==> src/rtl/main_fsm_pkg.sv <==
// Shared definitions for the multicycle main controller: state encodings and
// the datapath selector codes that the control word drives.
package main_fsm_pkg;

    typedef enum logic [3:0] {
        FETCH   = 4'd0,
        DECODE  = 4'd1,
        MEMADR  = 4'd2,
        MEMRD   = 4'd3,
        MEMWB   = 4'd4,
        MEMWR   = 4'd5,
        EXECR   = 4'd6,
        EXECI   = 4'd7,
        ALUWB   = 4'd8,
        BRANCH  = 4'd9,
        UNKNOWN = 4'd10
    } state_t;

    // ALU operand B select
    localparam logic [1:0] SRCB_WRITEDATA = 2'b00;
    localparam logic [1:0] SRCB_EXTIMM    = 2'b01;
    localparam logic [1:0] SRCB_FOUR      = 2'b10;

    // Result bus select
    localparam logic [1:0] RES_ALUOUT     = 2'b00;
    localparam logic [1:0] RES_DATA       = 2'b01;
    localparam logic [1:0] RES_ALURESULT  = 2'b10;

endpackage

==> src/rtl/main_fsm_outdec.sv <==
// Combinational state-to-control-word decode for the main controller.
// Any state value outside the encoded set yields an all-zero control word.
module main_fsm_outdec
    import main_fsm_pkg::*;
(
    input  logic [3:0] state,
    output logic       ir_write,
    output logic       adr_src,
    output logic       alu_src_a,
    output logic [1:0] alu_src_b,
    output logic [1:0] result_src,
    output logic       alu_op,
    output logic       next_pc,
    output logic       reg_w,
    output logic       mem_w,
    output logic       branch,
    output logic       illegal
);

    always_comb begin
        ir_write   = 1'b0;
        adr_src    = 1'b0;
        alu_src_a  = 1'b0;
        alu_src_b  = SRCB_WRITEDATA;
        result_src = RES_ALUOUT;
        alu_op     = 1'b0;
        next_pc    = 1'b0;
        reg_w      = 1'b0;
        mem_w      = 1'b0;
        branch     = 1'b0;
        illegal    = 1'b0;
        case (state)
            FETCH: begin
                ir_write   = 1'b1;
                next_pc    = 1'b1;
                alu_src_a  = 1'b1;
                alu_src_b  = SRCB_FOUR;
                result_src = RES_ALURESULT;
            end
            // Computing PC+4 again here makes R15 read as PC+8.
            DECODE: begin
                alu_src_a  = 1'b1;
                alu_src_b  = SRCB_FOUR;
                result_src = RES_ALURESULT;
            end
            MEMADR: alu_src_b = SRCB_EXTIMM;
            MEMRD:  adr_src = 1'b1;
            MEMWB: begin
                result_src = RES_DATA;
                reg_w      = 1'b1;
            end
            MEMWR: begin
                adr_src = 1'b1;
                mem_w   = 1'b1;
            end
            EXECR:  alu_op = 1'b1;
            EXECI: begin
                alu_src_b = SRCB_EXTIMM;
                alu_op    = 1'b1;
            end
            ALUWB:  reg_w = 1'b1;
            BRANCH: begin
                alu_src_b  = SRCB_EXTIMM;
                result_src = RES_ALURESULT;
                branch     = 1'b1;
            end
            UNKNOWN: illegal = 1'b1;
            default: ;
        endcase
    end

endmodule

==> src/rtl/main_fsm.sv <==
// Moore main controller for the multicycle processor: holds the state register
// and next-state logic; the control word comes from main_fsm_outdec.
module main_fsm
    import main_fsm_pkg::*;
(
    input  logic       clk,
    input  logic       reset,
    input  logic [1:0] Op,
    input  logic [5:0] Funct,
    output logic       IRWrite,
    output logic       AdrSrc,
    output logic       ALUSrcA,
    output logic [1:0] ALUSrcB,
    output logic [1:0] ResultSrc,
    output logic       ALUOp,
    output logic       NextPC,
    output logic       RegW,
    output logic       MemW,
    output logic       Branch,
    output logic       Illegal,
    output logic [3:0] State
);

    state_t state;
    state_t next_state;

    // Only the I bit and the L/S bit steer the sequence.
    logic unused_funct_bits;
    assign unused_funct_bits = ^Funct[4:1];

    always_ff @(posedge clk or posedge reset) begin
        if (reset) state <= FETCH;
        else       state <= next_state;
    end

    always_comb begin
        next_state = FETCH;
        case (state)
            FETCH: next_state = DECODE;
            DECODE: begin
                case (Op)
                    2'b00:   next_state = Funct[5] ? EXECI : EXECR;
                    2'b01:   next_state = MEMADR;
                    2'b10:   next_state = BRANCH;
                    default: next_state = UNKNOWN;
                endcase
            end
            MEMADR:       next_state = Funct[0] ? MEMRD : MEMWR;
            MEMRD:        next_state = MEMWB;
            EXECR, EXECI: next_state = ALUWB;
            default:      next_state = FETCH;
        endcase
    end

    main_fsm_outdec u_outdec (
        .state      (state),
        .ir_write   (IRWrite),
        .adr_src    (AdrSrc),
        .alu_src_a  (ALUSrcA),
        .alu_src_b  (ALUSrcB),
        .result_src (ResultSrc),
        .alu_op     (ALUOp),
        .next_pc    (NextPC),
        .reg_w      (RegW),
        .mem_w      (MemW),
        .branch     (Branch),
        .illegal    (Illegal)
    );

    assign State = state;

endmodule

==> config.mk <==
export PLATFORM = sky130hd
export DESIGN_NAME = main_fsm
export DESIGN_NICKNAME = d
export VERILOG_FILES = /design/src/rtl/main_fsm_pkg.sv /design/src/rtl/main_fsm_outdec.sv /design/src/rtl/main_fsm.sv
export SDC_FILE = /design/constraint.sdc
export NUM_CORES = 1
export LEC_CHECK = 0
export BUFFER_PORTS_ARGS = -buffer_cell sky130_fd_sc_hd__buf_2
export CELL_PAD_IN_SITES_DETAIL_PLACEMENT = 1
export CELL_PAD_IN_SITES_GLOBAL_PLACEMENT = 1
export CORE_UTILIZATION = 26
export DETAILED_ROUTE_END_ITERATION = 10
export PLACE_DENSITY = 0.82
export REMOVE_ABC_BUFFERS = 1
export SYNTH_ARGS = -nofsm -noshare
export SYNTH_HDL_FRONTEND = slang
export SYNTH_SLANG_ARGS = --single-unit
==> constraint.sdc <==
create_clock -name clk -period 2.67 [get_ports clk]
set_input_delay 0.534 -clock clk [delete_from_list [all_inputs] [get_ports clk]]
set_output_delay 0.534 -clock clk [all_outputs]
set_load 0.03 [all_outputs]
==> qor.txt, run 1 <==
total power: 0.768 mW
post-synthesis sequential area ratio: 0.286
CTS tree: built
RSZ-0062 raised after global routing: false
WL/cell: 11.6 um
leak pwr: 0.248 nW
reg2reg start: State[1]
WL final: 902 um
FMAX: 478 MHz
CP Class: flop to output port
CP required: 2.14 ns
max-slew headroom at the worst pin: 0.692
share of cells above drive strength 1: 0.469
hold slack: 0.164 ns
CTS resizes: 0
CP Data Arrival Time: 1.56 ns
core area: 1170 sq um
Setup violations, final: 0
peak supply drop: 0.536 mV
Hold Path Class: primary input to asynchronous set/reset pin
root buffer cell: clkbuf_4
number of global-route vias before repair: 363
RR Endpoint: State[1]
Final period util: 0.783
Final GP Congestion: 0.715
setup bufs post-CTS: 0
TritonCTS Buffers: 3
Initial Util: 0.299
Worst Path Max Fanout: 15
register area: 100 sq um
max-cap violation count: 0
residual overflow from global routing: 0
initial antenna violation count: 0
synth warn: 0
fin nets: 76
final core occ: 0.394
Post-CTS Hold Buffers: 0
Cell Area, Synth: 350 sq um
DRC viols: 0
Worst-path clk slew: 0.04 ns
Worst Tran Pin Value: 0.463 ns
Detail Route Antenna Nets: 0
Yosys reg bits: 4
Fill cells: 157
Post-DP HPWL: 702 um
row count: 12
drt first pass iters: 1
setup TNS: 0 ns
status: finished, final reports clean
# IOs: 27
Distinct cells, synth: 23
fin cells: 78
Die Y-Extent: 38.7 um
Worst-Skew Late Latency: 0.24 ns
kind of end point of the critical path: output port
Vias/cell: 4.87
endpoints failing hold: 0
GRT Overall Usage: 0.159
placed cell count: 75
max-slew violations: 0
Max Root-Sink Buffers: 2
first-pass GRT wire length: 1540 um
vias after detailed routing: 380
Clock Skew: 0.00994 ns
diodes inserted: 0
number of port buffers: 22
CTS sink cnt: 4
Syn Inst Count: 44
Iteration-0 DRC Markers: 0
mean post-synth cell area: 7.96 sq um
leading area contributor after synthesis: dfrtp_1
minimum clock period after layout: 2.09 ns
cell count of the worst reg-to-reg path: 3
Area Growth Syn to Fin: 31.8%
Power Density: 1660 nW/um^2
htree depth: 1
largest cells by area after synthesis: dfrtp_1 (29%), nand2b_1 (7.1%), buf_4 (6.4%)
crit start category: flop
largest net degree at the start of global routing: 16
Register-to-Register Setup Slack: 1.44 ns
area share of the largest cell type after synthesis: 0.286
Die Area: 1500 sq um
Die X: 38.7 um
Multi-input gate area: 200 sq um
max reg flops: 4
-- metrics by stage --
stage | instance area (sq um) | worst slack (ns)
after floorplan | 312 | 0.477
after global placement | 439 | 0.851
after detailed placement | 439 | 0.825
after CTS | 462 | 0.570
after global routing | 462 | 0.478
final | 462 | 0.578
-- cells by family after synthesis --
family          Yosys count  synth area share
buf+inv                   8             0.143
compound gates           10             0.171
xor+xnor                  1            0.0250
simple gates             21             0.375
flops                     4             0.286
-- synthesized netlist by cell type --
library cell,n
buf_2,1
buf_4,3
nand3b_1,1
o211ai_2,1
buf_6,1
nor3_2,1
nor3b_1,2
a211oi_1,1
a21oi_1,4
dfrtp_1,4
nor2b_1,1
o21ai_1,4
inv_1,2
nand2b_4,1
xnor2_1,1
inv_2,1
or2_1,1
nand2b_1,4
nand2_1,3
and2b_1,1
nor2_1,4
nor3_1,1
nor2b_2,1
-- layout by cell type, fill, tap and decap left out --
master	netlist	routed
and2b_1	1	1
buf_2	1	22
inv_1	2	2
o21ai_1	4	4
o211ai_2	1	1
nor2_1	4	4
nor2b_2	1	1
a211oi_1	1	1
nand2_1	3	3
or2_1	1	1
nand2b_1	4	4
nor3_1	1	1
clkbuf_4	0	3
nor3b_1	2	2
nand3b_1	1	1
xnor2_1	1	1
nand2b_4	1	1
nor2b_1	1	1
nor3_2	1	1
a21oi_1	4	4
dfrtp_1	4	4
inv_2	1	1
-- cell type report --
| class | count | area share |
|---|---|---|
| timing repair buffer | 22 | 0.238 |
| inverter | 3 | 0.0244 |
| multi-input combinational | 32 | 0.434 |
| clock buffer | 3 | 0.0488 |
| tap | 14 | 0.0379 |
| sequential | 4 | 0.217 |
-- power breakdown --
part	switching (mW)	internal (mW)	total [mW]	leakage (nW)
Sequential	0.0656	0.0861	0.152	0.0514
Combinational	0.369	0.169	0.538	0.183
Clock	0.0280	0.0505	0.0785	0.0138
Total	0.462	0.306	0.768	0.248
-- worst max path at each step --
stage | slack [ns] | from | to | cells past startpoint
final | 0.58 | State[1] | ResultSrc[1] | 4
after global routing | 0.48 | State[1] | Illegal | 3
after CTS | 0.57 | State[1] | ResultSrc[1] | 4
after detailed placement | 0.82 | State[1] | ResultSrc[1] | 4
after global placement | 0.85 | State[1] | Illegal | 3
after floorplan | 0.48 | State[2] | ALUSrcA | 2
-- layer usage --
metal | share of wire | GRT usage | wire [um]
met3 | 0.084 | 0.0173 | 76
met2 | 0.46 | 0.263 | 411
met5 | 0 | 0 | 0
met4 | 0.028 | 0.155 | 25
met1 | 0.43 | 0.171 | 389
-- worst max-delay path, cell delays in order, from the launching register on --
cell	delay, ns
dfrtp_1	0.62
and2b_1	0.27
nand2b_1	0.14
o21ai_1	0.09
buf_2	0.19
Note: power is estimated with default switching activity, not from simulation.
==> run 2: changes to the inputs <==
Settings changed: CORE_UTILIZATION 26 to 24, PLACE_DENSITY 0.82 to 0.77.
Clock period 2.67 ns to 2.1 ns, I/O delays scaled along.
==> run 2 against run 1 <==
Net effect: power up 26%; setup slack worse by 0.43 ns; first-iteration DRC count up 2; cell count up 1.3%; die area up 7.9%; via count down 5.8%; critical path type unchanged; routed wire length down 4.3%; register-to-register slack worse by 0.56 ns; final area up 0.27%.
==> qor.txt, run 2 (synthesized netlist as in run 1, its figures left out) <==
status: finished, final reports clean
htree depth: 1
Metal-1 WL: 434 um
leak pwr: 0.248 nW
residual overflow from global routing: 0
number of global-route vias before repair: 260
Post-DP HPWL: 666 um
internal power: 0.388 mW
Area Growth Syn to Fin: 32.1%
GRT Overall Usage: 0.111
FMAX: 512 MHz
max-slew violations: 0
setup bufs post-CTS: 0
Worst-Skew Late Latency: 0.23 ns
crit start category: flop
Final GP Congestion: 0.685
Final period util: 0.930
CP Cell Sequence: and2b_1 > nand2b_1 > o211ai_2 > buf_2
CTS tree: built
vias after detailed routing: 358
CP max-delay cell: dfrtp_1
top cell family by delay on the critical path: flip-flops
CP Data Arrival Time: 1.53 ns
Die Y-Extent: 40.2 um
Worst Tran Pin Value: 0.468 ns
leading cell type in the layout, fill and taps excluded: buf_2
peak supply drop: 0.783 mV
WL final: 863 um
WL/cell: 10.9 um
kind of end point of the critical path: output port
Iteration-0 DRC Markers: 2
CTS resizes: 0
core area: 1330 sq um
Max Root-Sink Buffers: 2
max reg flops: 4
# IOs: 27
CP Class: flop to output port
root buffer cell: clkbuf_4
DRC viols: 0
Die Area: 1620 sq um
Vias/cell: 4.53
CTS sink cnt: 4
RSZ-0062 raised after global routing: false
endpoints failing hold: 0
Die X: 40.2 um
row count: 13
Power Density: 2100 nW/um^2
Clock Skew: 0.00551 ns
diodes inserted: 0
Top Layer Used: met3
final instance area: 463 sq um
initial antenna violation count: 0
crit-path max cell delay: 0.62 ns
drt first pass iters: 4
sequential share of power: 0.201
minimum clock period after layout: 1.95 ns
P_sw: 0.583 mW
placed cell count: 76
met3 routed WL: 46 um
TritonCTS Buffers: 3
share of cells above drive strength 1: 0.469
Worst-path clk slew: 0.04 ns
clock power share: 0.094
Comb pwr share: 0.705
setup TNS: 0 ns
Setup violations, final: 0
fin nets: 76
max-slew headroom at the worst pin: 0.688
CP required: 1.68 ns
Placed Area: 440 sq um
met2 wire length: 382 um
Initial Util: 0.263
max-cap violation count: 0
worst path buffer plus inverter count: 1
Switching Share: 0.600
largest net degree at the start of global routing: 16
fin cells: 79
Post-CTS Hold Buffers: 0
Worst Path Max Fanout: 15
number of port buffers: 22
first-pass GRT wire length: 1140 um
Hold Path Class: primary input to asynchronous set/reset pin
Detail Route Antenna Nets: 0
run 2: cell counts in the layout (fill, tap and decap cells not counted):
No cell type changed its count.
run 2: final timing paths:
path                            startpoint    endpoint  slack [ns]  cells past startpoint
worst max-delay path              State[1]  ALUSrcB[0]        0.15                      4
worst min-delay path                 reset    State[2]        0.06                      2
worst max register to register    State[1]    State[1]        0.88                      3
worst min register to register    State[3]    State[3]        0.55                      1
max in group asynchronous            reset    State[0]        1.88                      2
min in group clk                  Funct[0]    State[1]        0.45                      3
run 2: cell type report:
type | instances | area [sq um]
repair buffers | 22 | 110
well taps | 15 | 18.8
flip-flops and latches | 4 | 100
fillers | 173 | 871
clock buffers | 3 | 22.5
multi-input cells | 32 | 200
inverters | 3 | 11.3
run 2: metrics by stage:
step                power [mW]   util  hold WS [ns]  setup WS (ns)
floorplan                0.690      -         0.186         0.0206
global placement         0.873  0.330         0.303          0.394
detailed placement       0.886  0.330         0.308          0.388
CTS                      0.984  0.347        0.0583          0.137
global route              1.04  0.347        0.0665         0.0629
finish                   0.972  0.347        0.0648          0.146
run 2: power groups by stage:
stage               Sequential, mW  Clock, mW  Combinational, mW
global placement             0.192          0              0.681
finish                       0.196     0.0913              0.685
CTS                          0.195     0.0972              0.692
floorplan                    0.238          0              0.452
global route                 0.205      0.103              0.735
detailed placement           0.195          0              0.691
run 2: metal layers:
layer  vias up  GRT usage
met5         -          0
met4         0     0.0500
met3         0     0.0667
met2        11      0.153
met1       163      0.138
li1        184          -
==> run 3: changes to the inputs <==
Settings changed: ABC_AREA set to 1, CORE_UTILIZATION 24 to 22, PLACE_DENSITY 0.77 to 0.76.
==> run 3 against run 2 <==
Net effect: maximum frequency up 12%; first-iteration DRC count fell by 100%; flip-flop and latch count unchanged; sequential power is 12% lower; clock-buffer cell count unchanged; hold slack worse by 0.0011 ns; clock power shrank 0.9%; setup slack improved by 0.21 ns; routed wire length shrank 6.4%; synthesized cell count increased by 11%; sequential share of layout area unchanged; critical path type unchanged; largest cell class unchanged.
==> qor.txt, run 3 <==
Post-CTS Hold Buffers: 0
leak pwr: 0.291 nW
number of global-route vias before repair: 321
CP Data Arrival Time: 1.32 ns
row count: 13
most frequent cells in the layout: buf_2 (22), inv_1 (8), nand3_1 (8), nand2_1 (8)
Die Area: 1640 sq um
Die X: 40.5 um
# IOs: 27
CP required: 1.68 ns
CTS tree: built
Syn Inst Count: 49
register area: 100 sq um
P_sw: 0.597 mW
Power Density: 2050 nW/um^2
crit start category: flop
GR met2 Demand/Resource: 0.206
WL final: 808 um
Cell Area, Synth: 327 sq um
placed cell count: 84
Top Usage Layer GRT: met2
Die Y-Extent: 40.5 um
Comb pwr share: 0.723
kind of end point of the critical path: output port
synth warn: 0
largest net degree at the start of global routing: 9
root buffer cell: clkbuf_4
TritonCTS Buffers: 3
most common library cells after synthesis: inv_1 (8), nand2_1 (8), nand3_1 (8), dfrtp_1 (4), nor2_1 (4)
Post-DP HPWL: 738 um
internal power: 0.353 mW
vias after detailed routing: 376
Hold Path Class: primary input to asynchronous set/reset pin
Worst Path Max Fanout: 6
sequential share of power: 0.181
setup bufs post-CTS: 0
RSZ-0062 raised after global routing: false
max-cap violation count: 0
core area: 1330 sq um
area share of the largest cell type after synthesis: 0.307
Top FF cell, synth: dfrtp_1
Final period util: 0.830
Yosys reg bits: 4
diodes inserted: 0
Max Root-Sink Buffers: 2
peak supply drop: 0.512 mV
clock power share: 0.095
leading cell type in the layout, fill and taps excluded: buf_2
Distinct cells, synth: 14
largest cells by area after synthesis: dfrtp_1 (31%), nand3_1 (12%), inv_1 (9.2%)
count of flip-flops with a built-in enable after synthesis: 0
Switching Share: 0.628
Iteration-0 DRC Markers: 0
residual overflow from global routing: 0
Clock Skew: 0.00407 ns
Initial Util: 0.245
Setup violations, final: 0
drt first pass iters: 1
DRC viols: 0
Worst-path clk slew: 0.04 ns
Worst Tran Pin Value: 0.263 ns
GRT Overall Usage: 0.118
Fill cells: 190
endpoints failing hold: 0
fin nets: 84
number of port buffers: 22
CTS sink cnt: 4
FMAX: 574 MHz
Vias/cell: 4.32
share of cells above drive strength 1: 0.472
post-synthesis sequential area ratio: 0.307
Area Growth Syn to Fin: 41.8%
leading area contributor after synthesis: dfrtp_1
met3 Use GR: 0.0333
total power: 0.951 mW
Detail Route Antenna Nets: 0
status: finished, final reports clean
CP Class: flop to output port
M1 GR Usage: 0.142
Worst-Skew Late Latency: 0.23 ns
WL/cell: 9.29 um
htree depth: 1
first-pass GRT wire length: 1290 um
Final GP Congestion: 0.701
Multi-input gate area: 170 sq um
asr flop ratio synth: 1.00
max-slew violations: 0
minimum clock period after layout: 1.74 ns
initial antenna violation count: 0
mean post-synth cell area: 6.66 sq um
max reg flops: 4
fin cells: 87
CTS resizes: 0
max-slew headroom at the worst pin: 0.825
[run 3: cell types whose count changed after synthesis, sizes merged, moves of 2 or more]
cell and delta:
inv +8, nand3 +8, buf -3, nand2 +5, nor2 +4, nor2b -2, nand2b -5, nor3b -2
a21oi -3
[run 3: worst max-delay path: stages, from the launching register on]
cell and delay [ns]:
dfrtp_1 0.46, inv_2 0.12, nand2_1 0.10, nor3_1 0.18
buf_2 0.24
[run 3: through the flow]
step                hold WS (ns)  setup TNS [ns]  area (sq um)  setup slack, ns  utilization
floorplan                  0.186          -0.695           312           -0.348            -
finish                    0.0637               0           463            0.358        0.347
global placement           0.297               0           440            0.616        0.330
CTS                       0.0643               0           463            0.350        0.347
detailed placement         0.305               0           440            0.591        0.330
global route              0.0799               0           463            0.247        0.347
[run 3: cell type report]
type / count / share of cell area
inverters: 11 / 0.0892
clock buffers: 3 / 0.0486
flip-flops and latches: 4 / 0.216
multi-input cells: 32 / 0.368
repair buffers: 22 / 0.238
well taps: 15 / 0.0405
[run 3: final timing paths]
| path | startpoint | slack [ns] | depth (start not counted) | endpoint |
|---|---|---|---|---|
| max | State[1] | 0.36 | 4 | IRWrite |
| min | reset | 0.06 | 2 | State[3] |
| max reg2reg | State[3] | 1.10 | 3 | State[2] |
| min reg2reg | State[2] | 0.65 | 3 | State[0] |
| max in group asynchronous | reset | 1.89 | 2 | State[2] |
| min in group clk | Funct[5] | 0.47 | 3 | State[0] |
[run 3: power by group through the flow]
stage	clock network (mW)	registers, mW	logic [mW]
3_3_place_gp	0	0.171	0.692
2_1_floorplan	0	0.225	0.455
5_1_grt	0.0998	0.179	0.760
6_report	0.0905	0.173	0.688
3_5_place_dp	0	0.173	0.698
4_1_cts	0.0938	0.172	0.699
[run 3: cell families after synthesis]
kind of cell           count (synthesis)  synth area share
buffers and inverters                 13             0.172
and+or+nand+nor                       26             0.398
AOI/OAI and AO/OA                      6             0.123
DFF                                    4             0.307
[run 3: per-layer routing]
metal	vias up	share of wire	routed length [um]
li1	202	-	-
met3	0	0.093	75
met4	0	0	0
met1	156	0.47	379
met5	-	0	0
met2	18	0.44	354
